File: src/rtl/sop_trig_pkg.sv
`default_nettype none
// ============================================================================
// Module   : sop_trig_pkg
// Purpose  : Shared trigger FSM state type, default pattern constants and
//            the match-counter width helper for sop_trig_lane_array.
// Revision : 1.0  initial release
// ============================================================================
package sop_trig_pkg;

    typedef enum logic [1:0] {
        IDLE  = 2'd0,
        COUNT = 2'd1,
        HIT   = 2'd2
    } trig_state_t;

    localparam int         c_DEF_TRIG_LEN = 3;
    localparam logic [3:0] c_DEF_TRIG_PAT = 4'b1010;

    // Bits needed to hold 0..len inclusive, i.e. ceil(log2(len+1)), min 1.
    function automatic int clog2_len(input int len);
        int w;
        w = 1;
        while ((2 ** w) < (len + 1)) begin
            w = w + 1;
        end
        return w;
    endfunction

endpackage
`default_nettype wire

File: src/rtl/sop_lane.sv
`default_nettype none
// ============================================================================
// Module   : sop_lane
// Purpose  : One lane: stage-1 input capture, AND-OR evaluation, output reg.
// Revision : 1.0  initial release
// ============================================================================
module sop_lane (
    input  logic clk_i,
    input  logic rst_i,
    input  logic cap_i,
    input  logic a_i,
    input  logic b_i,
    input  logic c_i,
    input  logic x_i,
    input  logic y_i,
    input  logic en_i,
    output logic sop_o
);

    logic a_q, b_q, c_q, x_q, y_q, en_q;
    logic sop_q;
    logic sop_d;

    always_ff @(posedge clk_i) begin
        if (rst_i) begin
            a_q  <= 1'b0;
            b_q  <= 1'b0;
            c_q  <= 1'b0;
            x_q  <= 1'b0;
            y_q  <= 1'b0;
            en_q <= 1'b0;
        end else if (cap_i) begin
            a_q  <= a_i;
            b_q  <= b_i;
            c_q  <= c_i;
            x_q  <= x_i;
            y_q  <= y_i;
            en_q <= en_i;
        end
    end

    assign sop_d = (a_q & en_q) | (~(x_q | y_q) & ~b_q & c_q);

    // Output stage re-evaluates every cycle; freshness is tracked at the top.
    always_ff @(posedge clk_i) begin
        if (rst_i) begin
            sop_q <= 1'b0;
        end else begin
            sop_q <= sop_d;
        end
    end

    assign sop_o = sop_q;

endmodule
`default_nettype wire

File: src/rtl/sop_trig_lane_array.sv
`default_nettype none
// ============================================================================
// Module   : sop_trig_lane_array
// Purpose  : LANES registered AND-OR lanes plus a pattern trigger FSM.
//            Optional activity counter enabled by macro SOP_ACT_CNT_EN.
// Revision : 1.0  initial release
// ============================================================================
module sop_trig_lane_array
    import sop_trig_pkg::*;
#(
    parameter int               LANES    = 4,
    parameter int               TRIG_LEN = c_DEF_TRIG_LEN,
    parameter logic [LANES-1:0] TRIG_PAT = LANES'(c_DEF_TRIG_PAT),
    parameter int               CNT_W    = 8
) (
    input  logic             I1470_clk,
    input  logic             I1477_rst,
    input  logic             in_valid,
    input  logic [LANES-1:0] d_a,
    input  logic [LANES-1:0] d_b,
    input  logic [LANES-1:0] d_c,
    input  logic [LANES-1:0] g_x,
    input  logic [LANES-1:0] g_y,
    input  logic [LANES-1:0] g_en,
    input  logic             trig_clr,
    output logic [LANES-1:0] out_sop,
    output logic             out_valid,
    output logic             trig_hit,
    output logic [CNT_W-1:0] act_cnt
);

    localparam int              c_CW  = clog2_len(TRIG_LEN);
    localparam logic [c_CW-1:0] c_LEN = c_CW'(TRIG_LEN);

    logic [LANES-1:0] w_sop;
    logic             valid1_q;
    logic             valid_q;
    logic             w_match;

    for (genvar i = 0; i < LANES; i++) begin : g_lane
        sop_lane u_lane (
            .clk_i (I1470_clk),
            .rst_i (I1477_rst),
            .cap_i (in_valid),
            .a_i   (d_a[i]),
            .b_i   (d_b[i]),
            .c_i   (d_c[i]),
            .x_i   (g_x[i]),
            .y_i   (g_y[i]),
            .en_i  (g_en[i]),
            .sop_o (w_sop[i])
        );
    end

    always_ff @(posedge I1470_clk) begin
        if (I1477_rst) begin
            valid1_q <= 1'b0;
            valid_q  <= 1'b0;
        end else begin
            valid1_q <= in_valid;
            valid_q  <= valid1_q;
        end
    end

    assign out_sop   = w_sop;
    assign out_valid = valid_q;
    assign w_match   = valid_q & (w_sop == TRIG_PAT);

    trig_state_t     state_q, state_d;
    logic [c_CW-1:0] cnt_q, cnt_d;
    logic [c_CW-1:0] w_cnt_inc;
    logic            hit_q, hit_d;

    assign w_cnt_inc = cnt_q + c_CW'(1);

    always_ff @(posedge I1470_clk) begin
        if (I1477_rst) begin
            state_q <= IDLE;
            cnt_q   <= '0;
            hit_q   <= 1'b0;
        end else begin
            state_q <= state_d;
            cnt_q   <= cnt_d;
            hit_q   <= hit_d;
        end
    end

    // Clear wins over any match seen in the same cycle.
    always_comb begin
        state_d = state_q;
        cnt_d   = cnt_q;
        hit_d   = hit_q;
        if (trig_clr) begin
            state_d = IDLE;
            cnt_d   = '0;
            hit_d   = 1'b0;
        end else begin
            case (state_q)
                IDLE: begin
                    if (w_match) begin
                        cnt_d = c_CW'(1);
                        if (c_LEN == c_CW'(1)) begin
                            state_d = HIT;
                            hit_d   = 1'b1;
                        end else begin
                            state_d = COUNT;
                        end
                    end
                end
                COUNT: begin
                    if (w_match) begin
                        cnt_d = w_cnt_inc;
                        if (w_cnt_inc == c_LEN) begin
                            state_d = HIT;
                            hit_d   = 1'b1;
                        end
                    end else if (valid_q) begin
                        state_d = IDLE;
                        cnt_d   = '0;
                    end
                end
                HIT: begin
                    hit_d = 1'b1;
                end
                default: begin
                    state_d = IDLE;
                    cnt_d   = '0;
                    hit_d   = 1'b0;
                end
            endcase
        end
    end

    assign trig_hit = hit_q;

`ifdef SOP_ACT_CNT_EN
    logic [CNT_W-1:0] act_q;

    always_ff @(posedge I1470_clk) begin
        if (I1477_rst || trig_clr) begin
            act_q <= '0;
        end else if (valid_q && (|w_sop) && (act_q != {CNT_W{1'b1}})) begin
            act_q <= act_q + CNT_W'(1);
        end
    end

    assign act_cnt = act_q;
`else
    assign act_cnt = '0;
`endif

endmodule
`default_nettype wire
File: config.mk
export PLATFORM = sky130hd
export DESIGN_NAME = sop_trig_lane_array
export DESIGN_NICKNAME = d
export VERILOG_FILES = /design/src/rtl/sop_trig_pkg.sv /design/src/rtl/sop_lane.sv /design/src/rtl/sop_trig_lane_array.sv
export SDC_FILE = /design/constraint.sdc
export NUM_CORES = 1
export LEC_CHECK = 0
export CORE_MARGIN = 5
export CORE_UTILIZATION = 50
export CTS_BUF_LIST = sky130_fd_sc_hd__clkbuf_16
export DETAILED_ROUTE_END_ITERATION = 6
export PLACE_DENSITY = 0.87
export REMOVE_ABC_BUFFERS = 1
export SYNTH_ARGS = -nofsm -noshare
export SYNTH_HDL_FRONTEND = slang
export SYNTH_SLANG_ARGS = --single-unit
File: constraint.sdc
create_clock -name I1470_clk -period 2.7 [get_ports I1470_clk]
set_input_delay 0.27 -clock I1470_clk [delete_from_list [all_inputs] [get_ports I1470_clk]]
set_output_delay 0.27 -clock I1470_clk [all_outputs]
set_load 0.02 [all_outputs]
==> After elaboration in Yosys (flattened, before gate mapping) <==
Cells that the tools add are included.
{ "op_classes": {"n_addsub": 1, "multipliers": 0, "n_div": 0, "magnitude_cmp": 0, "n_eq_ne": 9, "shift": 0, "muxes": 10, "bitwise_logic": 31, "reduce_logical": 5} }
{ "op_table": {"columns": ["op", "n"], "rows": [
  ["bitwise AND 1 bit", 13],
  ["case mux 2 bit (3 select lines)", 2],
  ["two-way mux 2 bit", 5],
  ["inverter 1 bit", 10],
  ["OR 1 bit", 8],
  ["inequality test 2 bit (second input constant)", 3],
  ["inequality test 3 bit (second input constant)", 2],
  ["AND reduction 3 bit", 2],
  ["equality test 2 bit (second input constant)", 2],
  ["equality test 4 bit (second input constant)", 1],
  ["AND reduction 4 bit", 1],
  ["case mux 1 bit (3 select lines)", 1],
  ["adder 2 x 1 -> 2 bit (second input constant)", 1],
  ["equality test 2 x 1 -> 1 bit (second input constant)", 1],
  ["zero test 2 bit", 1],
  ["two-way mux 1 bit", 2],
  ["OR reduction 2 bit", 1]
]} }
{ "word_totals": {"reg_bits": 35, "latch_bits": 0, "mem_bits_rw": 0, "rom_bits": 0, "in_bits": 28, "output_inout_bits": 14, "elab_cells": 89, "mem_count": 0} }

==> Logic depth before layout (Yosys ltp) <==
{ "depth": {"ltp_word": 5, "depth_mapped": 6, "ltp_nobuf": 6} }

==> By module <==
A second synthesis with hierarchy kept.
{ "hier_totals": {"hier_cells": 148, "area_unflattened_um2": 1457.6} }
{ "modules_own_cells": {"columns": ["mod", "instances", "cells_each", "area_per_inst_um2"], "rows": [
  ["sop_lane", 4, 23, 246.5],
  ["sop_trig_lane_array", 1, 56, 471.7]
]} }

==> Worst setup path after synthesis <==
OpenSTA, ideal clock, no wires.
{ "synth_path": {"kind": "register to register", "start": "reg state_q[1]", "end": "reg state_q[1]", "setup_ps": 93, "arrival_time_ps": 1149, "t_required_ps": 2607, "path_slack_ps": 1458, "path_stages_with_launch": 7, "path_cell_list": "dfxtp_1 > inv_1 > ha_1 > nand2b_1 > a32oi_4 > nand3_1 > o311ai_2"} }
{ "synth_between": {"elab_chain_cells": 3, "word_cells_on_any_way": 9} }
{ "synth_rtl": {"columns": ["element", "line_no", "text"], "rows": [
  ["start, declared", "sop_trig_lane_array.sv:69", "trig_state_t state_q, state_d;"],
  ["start signal, assigned", "sop_trig_lane_array.sv:82", "state_q <= state_d;"],
  ["equality test 2 x 1 -> 1 bit, or another cell as far along", "sop_trig_lane_array.sv:98", "case (state_q)"],
  ["inequality test 3 bit (no line), or another cell as far along", null, null],
  ["AND reduction 4 bit (no line)", null, null]
]} }
Parallel ways exist; a longest one is shown, timed or not.
A chain may end at the register's enable or synchronous reset.

==> Worst setup path after layout <==
{ "layout_path": {"start": "reg g_lane[1].u_lane.sop_q", "end": "out out_sop[1]"} }
{ "layout_lines": {"columns": ["element", "line_no", "text"], "rows": [
  ["start, declared", "sop_lane.sv:21", "logic sop_q;"],
  ["start signal, assigned", "sop_lane.sv:49", "sop_q <= sop_d;"],
  ["end, declared", "sop_trig_lane_array.sv:26", "output logic [LANES-1:0] out_sop,"]
]} }
No word-level cell between the ends.

==> out/results.tsv <==
metric	value	unit
cp_max_fo	2	
fin_crit_sh	56.2	%
peakVddDrop	547	uV
synth_edf_count	0	
p_per_area	625	nW/um^2
final.setup.tns	0	ps
grt_antenna_before_repair	0	
pin_count	42	
syn_area	1520	um^2
arrival	1250	ps
rows	20	
htreeDepth	2	
path_clk_slew	50	ps
clock_skew	2.60	ps
cts_resized	0	
fin_crit	1520	ps
io_buffer_count	33	
path_class	flip-flop to output pin	
die_w	65.1	um
synth.most_common_cell	dfxtp_1	
final_antenna_net_count	0	
via_per_inst	5.23	
fmax	659	MHz
hold_buffers	0	
drc_errors	0	
yosys-top-cells-count	dfxtp_1, nor2_1, mux2i_1	
cts_made_buffers	5	
start_util	50.9	%
worstSetupStartpointType	flip-flop	
end_kind	output pin	
area_growth	28.6	%
p_leak	0.820	nW
cts_root_buf	clkbuf_16	
worst_hold_slack	436	ps
grt_overflow	0	
drt_pass1_iterations	4	
finalHoldViolations	0	
run_status	finished clean	
wl	3090	um
core-area	2980	um^2
synth_fa_ha_area_share	3.30	%
synth_simple_gate_area_share	17.0	%
post_cts_buffers	0	
power	1.22	mW
grt_first_pass_wirelength	4970	um
critical_path_required	2430	ps
clockBufferDepth	2	
ys_warn_count	0	
synthDistinctLibCells	28	
hpwl	2290	um
synthFlopType	dfxtp_1	
slowest_stage	clkdlybuf4s50_1	
max_stage_delay	620	ps
synth_top_area_cell	dfxtp_1	
max_cap_violations	0	
antenna_cells	0	
drv_slew	0	
cts_tree	done	
synth_top_family_by_area	simple AND/OR/NAND/NOR gates	
crit_family	buffers and inverters	
synth_seq_cells	35	
first_iter_violations	54	
place_congestion	0.743	
syn_avg_cell_area	10.1	um^2
path_cells	clkdlybuf4s50_1	
synth_top_area_share	46.2	%
syn_inst	150	
clk_latency	280	ps
final_nets	213	
hp-class	flip-flop to flip-flop	
die_area	4230	um^2
fin_ws	1180	ps
pre_cts_slack	1110	ps
die_h	65.1	um
synth_mux_area_share	16.5	%
drive_above_1_share	8.24	%
worstPathBufferInverterCount	1	
synth_compound_area_share	7.43	%
synth_top_cells_by_area	dfxtp_1, mux2i_1, nor2_1	
ys_seq_area_share	46.2	%
rsz0062_at_grt	false	
track_usage	15.7	%
setup_viol	0	
wl_per_cell	14.4	um
clock-sinks	35	
num_vias	1124	
grt_pass1_vias	1133	
synth-xor-area-share	0	%
grt_max_degree	31	
async_flop_share	0	%
-- path summary, 6_finish.rpt --
| kind | from | to | slack [ps] | cells after the start |
|---|---|---|---|---|
| worst min-delay path | valid1_q | out_valid | 440 | 1 |
| worst min register to register | valid1_q | out_valid | 440 | 1 |
| worst max register to register | state_q[1] | state_q[1] | 1240 | 6 |
| worst max-delay path | g_lane[1].u_lane.sop_o | out_sop[1] | 1180 | 1 |
-- stage by stage --
| step | cell area (um^2) | instances | util (%) |
|---|---|---|---|
| 5_1_grt | 1950 | 215 | 65.4 |
| 3_5_place_dp | 1810 | 207 | 60.7 |
| 4_1_cts | 1950 | 215 | 65.4 |
| 2_1_floorplan | 1420 | 139 | - |
| 3_3_place_gp | 1810 | 207 | 60.7 |
| 6_report | 1950 | 215 | 65.4 |
-- sequential cells by signal (all words and copies together), names as in the netlist --
name                 count
g_lane.u_lane.c_q        4
trig_hit                 1
out_valid                1
g_lane.u_lane.y_q        4
g_lane.u_lane.sop_o      4
g_lane.u_lane.en_q       4
g_lane.u_lane.a_q        4
g_lane.u_lane.b_q        4
valid1_q                 1
cnt_q                    2
g_lane.u_lane.x_q        4
state_q                  2
-- metal layers --
layer | vias up | wire, um | GRT usage (%)
met5 | - | 0 | 0
met4 | 0 | 40 | 7.51
met3 | 4 | 236 | 5.72
met2 | 47 | 1600 | 27.2
met1 | 526 | 1220 | 16.9
li1 | 547 | - | -
-- cells in the final DEF (no fill, tap or decap), types with 2 or more instances in the layout --
cell type and count:
a21oi_1 5, buf_4 2, clkbuf_16 5, clkdlybuf4s50_1 33, conb_1 8, dfxtp_1 35, ha_1 4, inv_1 6
mux2i_1 25, nand2_1 3, nand3_1 4, nor2_1 29, nor2b_1 2, nor4b_1 4, o31ai_1 2
-- area by class of cell --
class,count,area (um^2)
flip-flops and latches,35,701
fillers,231,1030
inverters,5,18.8
repair buffers,35,345
well taps,33,41.3
clock inverters,3,16.3
multi-input cells,99,701
clock buffers,5,125
-- power breakdown --
group	switching [mW]	internal, mW	leakage [nW]
Combinational	0.0573	0.0680	0.462
Clock	0.201	0.336	0.0710
Sequential	0.0131	0.542	0.288
Total	0.272	0.946	0.820
-- kinds of logic (layout without fill, tap and decap cells) --
family	Yosys count	count (layout)
simple gates	49	49
flops	35	35
mux	25	25
buf+inv	23	48
compound gates	13	13
fa+ha+maj	4	4
other cells	1	8
Power figures use the tool's default switching activity.
